[src/rtl/ksa32.sv]
// rtl/ksa32.sv - 32-bit Kogge-Stone prefix adder with carry-in/out and one output register stage
// Structural prefix core (pg, grey, black, buffer cells) feeding a registered sum/cout.

module ksa_pg (
  input  logic a_i,
  input  logic b_i,
  output logic g_o,
  output logic p_o
);
  assign g_o = a_i & b_i;
  assign p_o = a_i ^ b_i;
endmodule

module ksa_grey (
  input  logic g_hi_i,
  input  logic p_hi_i,
  input  logic g_lo_i,
  output logic g_o
);
  assign g_o = g_hi_i | (p_hi_i & g_lo_i);
endmodule

module ksa_black (
  input  logic g_hi_i,
  input  logic p_hi_i,
  input  logic g_lo_i,
  input  logic p_lo_i,
  output logic g_o,
  output logic p_o
);
  assign g_o = g_hi_i | (p_hi_i & g_lo_i);
  assign p_o = p_hi_i & p_lo_i;
endmodule

module ksa_buf (
  input  logic x_i,
  output logic y_o
);
  assign y_o = x_i;
endmodule

module ksa32 (
  input  logic        clk,
  input  logic        rst_n,
  input  logic [31:0] a,
  input  logic [31:0] b,
  input  logic        cin,
  output logic [31:0] sum,
  output logic        cout
);
  logic [31:0] g_raw;
  logic [31:0] p_raw;
  // gl[k]/pl[k] hold group generate/propagate after prefix level k; level 0 has cin folded in.
  logic [31:0] gl [0:5];
  logic [31:0] pl [0:4];
  logic [31:0] carry;
  logic [31:0] sum_d, sum_q;
  logic        cout_d, cout_q;

  genvar i, k;
  generate
    for (i = 0; i < 32; i++) begin : g_pre
      ksa_pg u_pg (.a_i(a[i]), .b_i(b[i]), .g_o(g_raw[i]), .p_o(p_raw[i]));
      ksa_buf u_pbuf (.x_i(p_raw[i]), .y_o(pl[0][i]));
      if (i == 0) begin : g_cin
        ksa_grey u_cin (.g_hi_i(g_raw[0]), .p_hi_i(p_raw[0]), .g_lo_i(cin), .g_o(gl[0][0]));
      end else begin : g_pass
        ksa_buf u_gbuf (.x_i(g_raw[i]), .y_o(gl[0][i]));
      end
    end

    for (k = 1; k <= 5; k++) begin : g_lvl
      localparam int SPAN = 1 << (k - 1);
      for (i = 0; i < 32; i++) begin : g_bit
        if (i >= SPAN) begin : g_cell
          // Last level only needs group generate, so it uses grey cells.
          if (k < 5) begin : g_blk
            ksa_black u_blk (
              .g_hi_i(gl[k-1][i]), .p_hi_i(pl[k-1][i]),
              .g_lo_i(gl[k-1][i-SPAN]), .p_lo_i(pl[k-1][i-SPAN]),
              .g_o(gl[k][i]), .p_o(pl[k][i])
            );
          end else begin : g_gry
            ksa_grey u_gry (
              .g_hi_i(gl[k-1][i]), .p_hi_i(pl[k-1][i]),
              .g_lo_i(gl[k-1][i-SPAN]), .g_o(gl[k][i])
            );
          end
        end else begin : g_thru
          ksa_buf u_gb (.x_i(gl[k-1][i]), .y_o(gl[k][i]));
          if (k < 5) begin : g_pb
            ksa_buf u_pb (.x_i(pl[k-1][i]), .y_o(pl[k][i]));
          end
        end
      end
    end
  endgenerate

  assign carry  = {gl[5][30:0], cin};
  assign sum_d  = pl[0] ^ carry;
  assign cout_d = gl[5][31];

  always_ff @(posedge clk or negedge rst_n) begin
    if (!rst_n) begin
      sum_q  <= 32'h0;
      cout_q <= 1'b0;
    end else begin
      sum_q  <= sum_d;
      cout_q <= cout_d;
    end
  end

  assign sum  = sum_q;
  assign cout = cout_q;
endmodule

[config.mk]
export PLATFORM = sky130hd
export DESIGN_NAME = ksa32
export DESIGN_NICKNAME = d
export VERILOG_FILES = /design/src/rtl/ksa32.sv
export SDC_FILE = /design/constraint.sdc
export NUM_CORES = 1
export LEC_CHECK = 0
export ABC_CLOCK_PERIOD_IN_PS = 800
export CAP_MARGIN = 40
export CORE_MARGIN = 2
export CORE_UTILIZATION = 44
export DETAILED_ROUTE_END_ITERATION = 6
export PLACE_DENSITY_LB_ADDON = 0.05
export SETUP_SLACK_MARGIN = 0.5
export SLEW_MARGIN = 20
export SYNTH_ARGS = -nofsm -noshare
export SYNTH_HDL_FRONTEND = slang
export SYNTH_SLANG_ARGS = --single-unit
export TNS_END_PERCENT = 100
[constraint.sdc]
create_clock -name clk -period 0.8 [get_ports clk]
set_clock_uncertainty 0.2 [all_clocks]
set_input_delay 0.24 -clock clk [delete_from_list [all_inputs] [get_ports clk]]
set_output_delay 0.24 -clock clk [all_outputs]
set_load 0.005 [all_outputs]
-- After elaboration in Yosys (flattened, before gate mapping)
Cells that the tools add are included.
- bitwise operators: 423
- operator list (kind ; count):
    1-bit AND ; 260
    1-bit bitwise OR ; 130
    1-bit XOR ; 32
    32-bit XOR ; 1
- register bits after elaboration: 33
- bits of input ports: 67
- output and inout bits: 33
- word-level logic and storage cells: 425

-- Longest topological paths before layout
- depth after elaboration: 13
- mapped depth: 10
- gate-level depth less buffers: 10

-- Hierarchy
Synthesis repeated with hierarchy kept, for this count alone.
- cells, all modules: 441
- area, all modules: 4088.9 µm²
- by module, submodules not included (module ; times used ; cells an instance ; area an instance (µm²) ; seq. area each (µm²)):
    ksa_black ; 113 ; 2 ; 15.0 ; 0.0
    ksa32 ; 1 ; 65 ; 1106.1 ; 825.8
    ksa_buf ; 101 ; 1 ; 7.5 ; 0.0
    ksa_pg ; 32 ; 1 ; 12.5 ; 0.0
    ksa_grey ; 17 ; 1 ; 7.5 ; 0.0

-- Worst setup path after synthesis
Ideal clock, no wire load.
- path type: input to register
- from: in a[0]
- to: reg sum_q[28], in the netlist sum[28]
- setup time: 0.080 ns
- arrival: 2.508 ns
- setup slack: -1.987 ns
- stages: 10
- cells stage by stage: fa_1 fa_1 a211o_1 a21oi_2 o31a_2 o221ai_2 o31ai_4 o221ai_2 a21oi_1 xnor2_1
- cells in the longest elaborated chain, start to end: 12
- RTL lines (item ; line ; RTL):
    from (decl) ; 45 ; input logic [31:0] a,
    1-bit XOR ; 11 ; assign p_o = a_i ^ b_i;
    1-bit AND ; 20 ; assign g_o = g_hi_i | (p_hi_i & g_lo_i);
    1-bit bitwise OR * ; 20 ;
    1-bit AND * ; 31 ; assign g_o = g_hi_i | (p_hi_i & g_lo_i);
    1-bit bitwise OR * ; 31 ;
    1-bit AND * ; 31 ;
    1-bit bitwise OR * ; 31 ;
    1-bit AND * ; 31 ;
    1-bit bitwise OR * ; 31 ;
    1-bit AND * ; 20 ;
    1-bit bitwise OR * ; 20 ;
    32-bit XOR * ; 100 ; assign sum_d = pl[0] ^ carry;
    net sum_d[28] ; 57 ; logic [31:0] sum_d, sum_q;
    to (signal assigned) ; 108 ; sum_q <= sum_d;
    to (decl) ; 57 ;
The timed path passes the listed nets; every way through them passes the cells marked *.

-- Worst setup path in the final report
Ends and elaborated chain as after synthesis.

==> flow_summary.yaml <==
timing:
  fmax_ghz: 0.3762
  slew_headroom_pct: 79.47
  rsz0062_at_grt: "true"
  hold_violations: 33
  slew_violations: 0
  fin_crit_ps: 2658
  tightest_slew_ps: 307.4
  setup_viol: 66
  hold_slack_ps: -311.8
  timing.final.ws_setup_ps: -1858
  timing.final.crit_share_pct: 332.3
synthesis:
  synth_common_cells: "33 x dfrtp_1, 31 x ha_1, 26 x a21oi_1"
  synth.most_common_cell: "dfrtp_1"
  netlist_area_um2: 2464
  synth_top_area_share_pct: 33.52
  synth.yosys.seq_area_share_pct: 33.52
  synth_flop_cell: "dfrtp_1"
  yosys_warnings: 0
  ys_types: 50
  synth_area_leaders: "dfrtp_1 34%, ha_1 16%, xnor2_1 7.1%"
  synth_nets: 346
  synth_edf_count: 0
  avgSynthCellArea_um2: 10.01
  synthArstFlopShare_pct: 100.0
  ys_ff_latch: 33
  synth_top_cell_by_area: "dfrtp_1"
  syn_inst: 246
placement:
  place_area_um2: 4385
  gp_congestion: 0.8395
  place_ws_ps: -2474
  dp_hpwl_mm: 5.848
  io_buffers: 99
worst_setup_path:
  worstSetupStartpointType: "primary input"
  worst-setup-path-type: "primary input to register"
  critPathArrivalTime_ps: 2670
  critPathCaptureType: "register"
  path_max_fanout: 3
  cp.required_ps: 810
clocking:
  clk_transition_reported_paths_ps: 70
  cts_tree: "built"
  cts.sinks: 33
  cts_buffer_depth: 2
  root_buffer: "clkbuf_8"
  htree_levels: 2
  cts_buffers: 5
routing:
  wirelength_mm: 9.410
  drtAntennaViolNets: 0
  dr_total_vias: 2829
  dr.pass1.iters: 4
  drt_iter0_markers: 92
  via_per_inst: 5.318
  route.detailed.drc: 0
  route.detailed.wl_per_inst_um: 17.69
outcome:
  violations: "negative hold slack, negative setup slack"
  status: "complete, but fails checks"
global_routing:
  antenna_found_initial: 0
  grt_max_degree: 13
  grt_usage_pct: 30.37
  grt_pass1_wl_mm: 14.55
  overflow: 0
  grt_pass1_vias: 3098
power_and_ir_drop:
  vdd_drop_max_mv: 1.234
  leakagePower_nw: 2.256
  power_density_nw_per_um2: 1507
floorplanning:
  placementRows: 27
  ios: 100
  core_area_um2: 5473
  start_util_pct: 45.02
  die_y_um: 78.83
  die_width_um: 78.83
  dieArea_um2: 6213
finish:
  fillers: 260
  num_antenna_cells: 0
  syn_to_final_growth_pct: 94.11
  drive_gt1_share_pct: 48.70
  nets: 559
  fin_area_um2: 4782
  finalCoreUtilization_pct: 87.38
min_path:
  hold_path.class: "primary input to async pin"
flow_run:
  cap_violations: 0
cell usage in the layout (no fill, tap or decap), types with 2 or more instances in the layout:
master	count
buf_6	15
ha_4	16
o21ai_0	5
o21a_1	5
a21oi_2	9
a21oi_1	16
o21ai_4	2
dfrtp_1	33
o21bai_1	3
o21ai_2	2
buf_16	2
fa_2	2
o31ai_4	4
xnor2_2	3
buf_4	97
ha_1	15
inv_1	8
nand2_4	2
o211ai_1	2
nor2_1	14
clkbuf_8	7
nand2_1	14
buf_2	39
nor3_1	3
nand4_1	4
xnor2_1	17
clkdlybuf4s50_1	32
a21oi_4	2
clkdlybuf4s15_1	3
nand3_1	3
dlymetal6s2s_1	2
dlygate4sd2_1	19
a41oi_2	2
a21o_1	12
xor2_1	9
a2111o_1	2
a211o_1	3
where the power goes:
| group | switching [W] | leakage [nW] | total [W] | internal (W) |
|---|---|---|---|---|
| logic | 0.00161 | 1.82 | 0.00362 | 0.00201 |
| clock network | 0.000668 | 0.0542 | 0.00145 | 0.000779 |
| registers | 0.000113 | 0.385 | 0.00214 | 0.00203 |
| total | 0.00239 | 2.26 | 0.00721 | 0.00481 |
kinds of logic (layout without fill, tap and decap cells):
family	count (synthesis)	in the layout	synth area share, %
XOR/XNOR	30	30	10.67
flip-flops	33	33	33.52
buffers and inverters	12	226	1.879
adder cells (fa/ha/maj)	33	33	17.37
AND/OR/NAND/NOR	52	52	10.16
AO/OA/AOI/OAI	86	86	26.41
critical path: stages:
cell	delay, ps
buf_6	90
fa_2	390
fa_2	360
a211o_1	300
a21oi_2	170
o31a_2	200
o221ai_4	140
o31ai_4	250
o221ai_2	180
a21oi_2	200
xnor2_1	140
timing repair:
action | in CTS | in global routing
endpoints found under the setup margin | 99 | 66
setup buffers | 12 | 5
endpoints found under the hold margin | 33 | 33
gates cloned | 2 | 0
pin swaps | 35 | 26
resized for setup | 246 | 13
stage by stage:
stage / instances / TNS [ps] / total power (W)
5_1_grt: 532 / -59520 / 0.007580
3_5_place_dp: 505 / -81500 / 0.005542
2_1_floorplan: 246 / -40410 / 0.003564
4_1_cts: 527 / -56120 / 0.006933
6_report: 532 / -56660 / 0.007207
3_3_place_gp: 505 / -80390 / 0.005471
sequential cells by signal, summed over array words and instances, names as in the netlist:
name  flops
cout      1
sum      32
worst max path at each step:
stage	start	to	cells past startpoint
final	a[0]	sum[28]	11
after global routing	a[0]	sum[28]	11
after detailed placement	a[0]	sum[30]	11
after floorplan	a[0]	sum[28]	10
after CTS	cin	cout	10
after global placement	a[0]	sum[30]	11
routing by layer:
metal	share of wire (%)	vias to the layer above	GRT usage, %	wire (µm)
li1	-	1338	-	-
met1	37	1358	32.54	3508
met2	54	106	57.18	5081
met3	5.4	27	6.250	512
met4	3.3	0	13.45	307
met5	0	-	0	0
layout make-up:
cell class	count	area (µm²)	share of cell area (%)
Multi-Input combinational cell	201	2026	42.36
Timing Repair Buffer	210	1709	35.74
Sequential cell	33	825.8	17.27
Clock buffer	7	96.34	2.015
Tap cell	72	90.09	1.884
Inverter	8	30.03	0.6279
Clock inverter	1	5.005	0.1047
Note: power is estimated with default switching activity, not from simulation.
